## src/rtl/v_upd_ingress.sv

```systemverilog
// Update ingress: buffers producer updates in a small FIFO and issues them in order.
// An update is held at the head while its key matches any issue in the last HAZ_WIN cycles.
package v_pkg;
    typedef logic [3:0]  id_t;
    typedef logic [1:0]  cmd_t;
    typedef logic [7:0]  key_t;
    typedef logic [11:0] size_t;
endpackage

module v_upd_ingress
    import v_pkg::*;
#(
    parameter int DEPTH   = 4,
    parameter int HAZ_WIN = 3
) (
    input  logic        clk,
    input  logic        rst,
    input  logic        i_upd_vld,
    input  id_t         i_upd_prod_id,
    input  cmd_t        i_upd_cmd,
    input  key_t        i_upd_key,
    input  size_t       i_upd_size,
    output logic        o_upd_rdy,
    output logic        o_upd_vld_r,
    output id_t         o_upd_prod_id_r,
    output cmd_t        o_upd_cmd_r,
    output key_t        o_upd_key_r,
    output size_t       o_upd_size_r,
    output logic        o_empty,
    output logic [15:0] o_stall_cnt_r
);

    localparam int AW = $clog2(DEPTH);
    localparam logic [AW:0] PTR_ONE = 1;

    typedef struct packed {
        id_t   prod_id;
        cmd_t  cmd;
        key_t  key;
        size_t size;
    } upd_t;

    upd_t              mem_q [DEPTH];
    logic [AW:0]       wr_ptr_q, wr_ptr_d;
    logic [AW:0]       rd_ptr_q, rd_ptr_d;
    logic [HAZ_WIN-1:0] hist_vld_q;
    key_t              hist_key_q [HAZ_WIN];
    logic [15:0]       stall_cnt_d;

    upd_t head;
    logic full, empty, push, pop, hazard;

    // Pointer-derived status; the extra MSB separates full from empty.
    always_comb begin
        full      = (wr_ptr_q[AW] != rd_ptr_q[AW]) && (wr_ptr_q[AW-1:0] == rd_ptr_q[AW-1:0]);
        empty     = (wr_ptr_q == rd_ptr_q);
        o_upd_rdy = !full;
        o_empty   = empty;
        push      = i_upd_vld && !full;
        head      = mem_q[rd_ptr_q[AW-1:0]];
    end

    // Head is blocked if its key was issued in any of the tracked recent slots.
    always_comb begin
        hazard = 1'b0;
        for (int i = 0; i < HAZ_WIN; i++) begin
            if (hist_vld_q[i] && (hist_key_q[i] == head.key)) hazard = 1'b1;
        end
        pop = !empty && !hazard;
    end

    // Next-state for pointers and the saturating stall counter.
    always_comb begin
        wr_ptr_d    = push ? wr_ptr_q + PTR_ONE : wr_ptr_q;
        rd_ptr_d    = pop  ? rd_ptr_q + PTR_ONE : rd_ptr_q;
        stall_cnt_d = o_stall_cnt_r;
        if (!empty && hazard && (o_stall_cnt_r != 16'hFFFF)) stall_cnt_d = o_stall_cnt_r + 16'd1;
    end

    // FIFO storage; contents are only meaningful between the pointers, so no reset.
    always_ff @(posedge clk) begin
        if (push) mem_q[wr_ptr_q[AW-1:0]] <= '{i_upd_prod_id, i_upd_cmd, i_upd_key, i_upd_size};
    end

    // Pointers and stall counter.
    always_ff @(posedge clk or negedge rst) begin
        if (!rst) begin
            wr_ptr_q      <= '0;
            rd_ptr_q      <= '0;
            o_stall_cnt_r <= '0;
        end else begin
            wr_ptr_q      <= wr_ptr_d;
            rd_ptr_q      <= rd_ptr_d;
            o_stall_cnt_r <= stall_cnt_d;
        end
    end

    // Issue history: slot 0 mirrors the output register, older slots shift each cycle.
    always_ff @(posedge clk or negedge rst) begin
        if (!rst) begin
            hist_vld_q <= '0;
            for (int i = 0; i < HAZ_WIN; i++) hist_key_q[i] <= '0;
        end else begin
            hist_vld_q[0] <= pop;
            hist_key_q[0] <= head.key;
            for (int i = 1; i < HAZ_WIN; i++) begin
                hist_vld_q[i] <= hist_vld_q[i-1];
                hist_key_q[i] <= hist_key_q[i-1];
            end
        end
    end

    // Registered issue bus; data holds its last issued value while idle.
    always_ff @(posedge clk or negedge rst) begin
        if (!rst) begin
            o_upd_vld_r     <= 1'b0;
            o_upd_prod_id_r <= '0;
            o_upd_cmd_r     <= '0;
            o_upd_key_r     <= '0;
            o_upd_size_r    <= '0;
        end else begin
            o_upd_vld_r <= pop;
            if (pop) begin
                o_upd_prod_id_r <= head.prod_id;
                o_upd_cmd_r     <= head.cmd;
                o_upd_key_r     <= head.key;
                o_upd_size_r    <= head.size;
            end
        end
    end

endmodule

```

## config.mk

```make
export PLATFORM = sky130hd
export DESIGN_NAME = v_upd_ingress
export DESIGN_NICKNAME = d
export VERILOG_FILES = /design/src/rtl/v_upd_ingress.sv
export SDC_FILE = /design/constraint.sdc
export NUM_CORES = 1
export LEC_CHECK = 0
export CELL_PAD_IN_SITES_DETAIL_PLACEMENT = 0
export CELL_PAD_IN_SITES_GLOBAL_PLACEMENT = 1
export CORE_MARGIN = 10
export CORE_UTILIZATION = 44
export CTS_CLUSTER_DIAMETER = 30
export DETAILED_ROUTE_END_ITERATION = 8
export MAX_ROUTING_LAYER = met4
export PLACE_DENSITY = 0.86
export SYNTH_ARGS = -nofsm -noshare
export SYNTH_HDL_FRONTEND = slang
export SYNTH_SLANG_ARGS = --single-unit
```

## constraint.sdc

```tcl
create_clock -name clk -period 2.75 [get_ports clk]
set_input_delay 0.55 -clock clk [delete_from_list [all_inputs] [get_ports clk]]
set_output_delay 0.55 -clock clk [all_outputs]
set_load 0.1 [all_outputs]
```

; ---- Word-level counts from Yosys, hierarchy flattened
; Memories as Yosys holds them, arrays and structs flattened.
; Cells that the tools add are included.
[totals]
mem_bits_ro = 0
reg_bits = 76
ram_bits = 104
elab_cells = 39
latchBits = 0
out_inout_bits = 45
in_bits = 29
n_memories = 1
[classes]
shift = 0
magnitude_cmp = 0
add_sub_neg = 3
mul = 0
n_mux = 5
eq_ne = 7
reduce_logical = 11
n_div = 0
n_bitwise = 0
[memory_table]
columns = name, words, width, rd, rd_clocked_by_memory_dff, write_ports, line_no
row1 = mem_q, 4, 26, 1, 0, 1, 43  ; upd_t mem_q [DEPTH];
[op_table]
columns = cell, n
row1 = 8-bit == test, 3
row2 = "16-bit by 1-bit adder with 16-bit output, second input constant", 1
row3 = "16-bit != test, second input constant", 1
row4 = 1-bit logical AND, 8
row5 = "3-bit by 1-bit adder with 3-bit output, second input constant", 2
row6 = 1-bit two-way mux, 5
row7 = 3-bit == test, 1
row8 = 1-bit zero test, 3
row9 = 2-bit == test, 1
row10 = 1-bit != test, 1

; ---- Longest topological paths before layout
; An unclocked memory read counts as a cell.
[logic_depth]
ltp_word = 8
depth_mapped = 10
depth_no_buf = 7

; ---- Worst setup path before layout
; No wires, ideal clock.
[synth_timing]
kind = reg2reg
start = reg o_stall_cnt_r[6]
end = reg o_stall_cnt_r[1]
arrival_time_ns = 2.782
synth_period_minus_slack_ns = 2.908
path_stages_with_launch = 8
setup_ns = 0.126
required_time_ns = 2.624
path_buffers = 1
setup_slack_ns = -0.158
cell_sequence = dfrtp_1 > and3_1 > and3_1 > nand3_1 > nor3_1 > clkbuf_1 > nor3_1 > mux2_2
[synth_between]
elab_chain_len = 2
[synth_lines]
columns = item, line_no
row1 = from (decl), 30  ; output logic [15:0] o_stall_cnt_r
row2 = from (signal assigned), 94  ; o_stall_cnt_r <= stall_cnt_d;
row3 = 16-bit != test, 77  ; if (!empty && hazard && (o_stall_cnt_r != 16'hFFFF)) stall_cnt_d = o_stall_cnt_r + 16'd1;
row4 = 1-bit logical AND, 77
; No other way between the ends.
; A chain may end at the register's enable or synchronous reset.

==> qor.csv <==
metric,value,unit
syn_avg_cell_area,19.0,µm²
yosysTopAreaCellShare,44.7,%
area_growth,25.9,%
place.gp.congestion,0.776,
finalNetCount,508,
cp-end-kind,register,
ys_ff_latch,179,
relSlewSlack,63.0,%
synth_most_common_cell,edfxtp_1,
clock_latency,0.43,ns
syn-cell-area,6990,µm²
status,completed,
hold_slack,0.105,ns
synth_ff_type,edfxtp_1,
drcViolationCount,0,
drtIter0Drc,232,
antenna_found_initial,0,
slew_viol_final,0,
htreeDepth,4,
cap_violations,0,
dieArea,21300,µm²
fin_setup_tns,0,ns
arrival,2.99,ns
post-place-cells,667,
ys_top_cells_by_count,"edfxtp_1, dfrtp_1, xnor2_1",
drt_pass1_iterations,4,
critical_path_class,reg -> reg,
synth_area_leaders,"edfxtp_1, dfrtp_1, mux4_2",
final-hold-violation-count,0,
die_width,146,µm
yosysWarningCount,0,
grt_remaining_overflow,0,
max_stage_delay,0.63,ns
syn_inst,368,
ios,74,
ctsHoldBuffers,0,
grt_use_total,13.6,%
clock_skew,0.00843,ns
synth-edff-count,104,
fin_crit_sh,97.2,%
core,15700,µm²
hold_path.class,in -> async,
grt_max_degree,40,
async_flop_share,41.9,%
viasPerCell,5.11,
num_vias,3585,
synth-seq-area-share,71.5,%
portBuffers,73,
syn_nets,403,
nFillCells,1174,
critPathBufInv,1,
num_antenna_cells,0,
post_drt_wl_per_cell,19.3,µm
worst_slew_pin_slew,0.554,ns
path_cells,buf_12 -> mux4_2 -> xnor2_2 -> nand3_1 -> a211oi_2 -> nor3_4 -> nor3_1 -> mux2_2,
dp_hpwl,9180,µm
cts_tree,yes,
synth_top_area_cell,edfxtp_1,
final_antenna_net_count,0,
rsz0062_at_grt,yes,
instances_no_fill,702,
cp_slowest_cell,mux4_2,
final_util,56.1,%
crit_family,multiplexers,
fmax,374,MHz
initial_core_util,44.5,%
row_count,46,
drt_wl_total,13600,µm
grt_pass1_vias,3952,
cts_buffers,17,
worstPathMaxFanout,7,
cp.required,3.06,ns
cts-root-buf,clkbuf_16,
setup_viol,0,
cts.sinks,179,
clkSlewWorstSetupHoldPaths,0.07,ns
period_needed,2.67,ns
fp.dieH,146,µm
final_layout_size_suffix_gt1_share,38.1,%
grt_pass1_wl,21900,µm
critPathLaunchType,register,
clock_path_buffers,2,
synth.distinct_cells,36,
==> sequential cells by signal, indices dropped and copies added (netlist names), 4 cells and up <==
signal           flops
mem_q              104
o_upd_size_r        12
o_upd_prod_id_r      4
hist_key_q          24
o_upd_key_r          8
o_stall_cnt_r       16
==> final cells by class <==
type | count | area (µm²) | area share [%]
sequential | 179 | 5010 | 56.9
multi-input combinational | 172 | 1970 | 22.4
timing repair buffer | 98 | 943 | 10.7
clock buffer | 20 | 447 | 5.07
tap | 216 | 270 | 3.07
clock inverter | 12 | 145 | 1.65
inverter | 5 | 21.3 | 0.242
==> cell usage in the layout (no fill, tap or decap), types with 17 or more instances in the layout <==
master           count
dfrtp_1             71
buf_4               57
clkbuf_16           17
xnor2_1             22
clkdlybuf4s50_1     27
mux2_2              19
edfxtp_1           104
mux4_2              26
xor2_1              19
==> timing repair <==
action                                 CTS  global route
gates resized for setup                  3            15
buffers inserted                         0             3
endpoints found under the hold margin    0             0
setup endpoints to repair               22            32
pin swaps                                0            13
==> cell families (layout without fill, tap and decap cells) <==
| group | after synthesis | count (layout) | share of synthesized area, % |
|---|---|---|---|
| AO/OA/AOI/OAI | 2 | 2 | 0.250 |
| multiplexers | 59 | 59 | 14.2 |
| flip-flops | 179 | 179 | 71.5 |
| buffers and inverters | 17 | 135 | 1.43 |
| XOR/XNOR | 47 | 47 | 5.89 |
| adder cells (fa/ha/maj) | 6 | 6 | 1.07 |
| AND/OR/NAND/NOR | 58 | 58 | 5.71 |
==> routing by layer <==
layer,GRT usage [%],vias up,part of all wire (%)
met2,22.0,91,51
met5,-,-,0
li1,-,1612,-
met4,3.90,0,0.98
met3,4.54,15,4.9
met1,15.8,1867,43
==> worst register-to-register path: stages (launching register included) <==
cell	delay [ns]
dfrtp_4	0.43
buf_12	0.14
mux4_2	0.63
xnor2_2	0.17
nand3_1	0.11
a211oi_2	0.28
nor3_4	0.10
nor3_1	0.33
mux2_2	0.37
==> path summary, 6_finish.rpt <==
path | from | to | slack [ns] | cells after the start
setup / recovery | rd_ptr_q[0] | o_stall_cnt_r[1] | 0.08 | 8
hold / removal | rst | o_stall_cnt_r[9] | 0.10 | 1
setup reg to reg | rd_ptr_q[0] | o_stall_cnt_r[1] | 0.08 | 8
hold reg to reg | hist_vld_q[1] | hist_vld_q[2] | 0.38 | 0
max in group asynchronous | rst | o_upd_key_r[3] | 1.93 | 2
min in group clk | hist_vld_q[1] | hist_vld_q[2] | 0.38 | 0
==> per-stage QoR <==
step	instance area (µm²)	setup slack [ns]
after detailed placement	8090	-0.0132
final	8810	0.0757
after global placement	8090	0.0352
after CTS	8690	0.0231
after floorplan	7000	0.0376
after global routing	8810	-0.0668
Power is not shown: default switching activity piles up to over one toggle a cycle in this logic, so the estimate is an artifact.
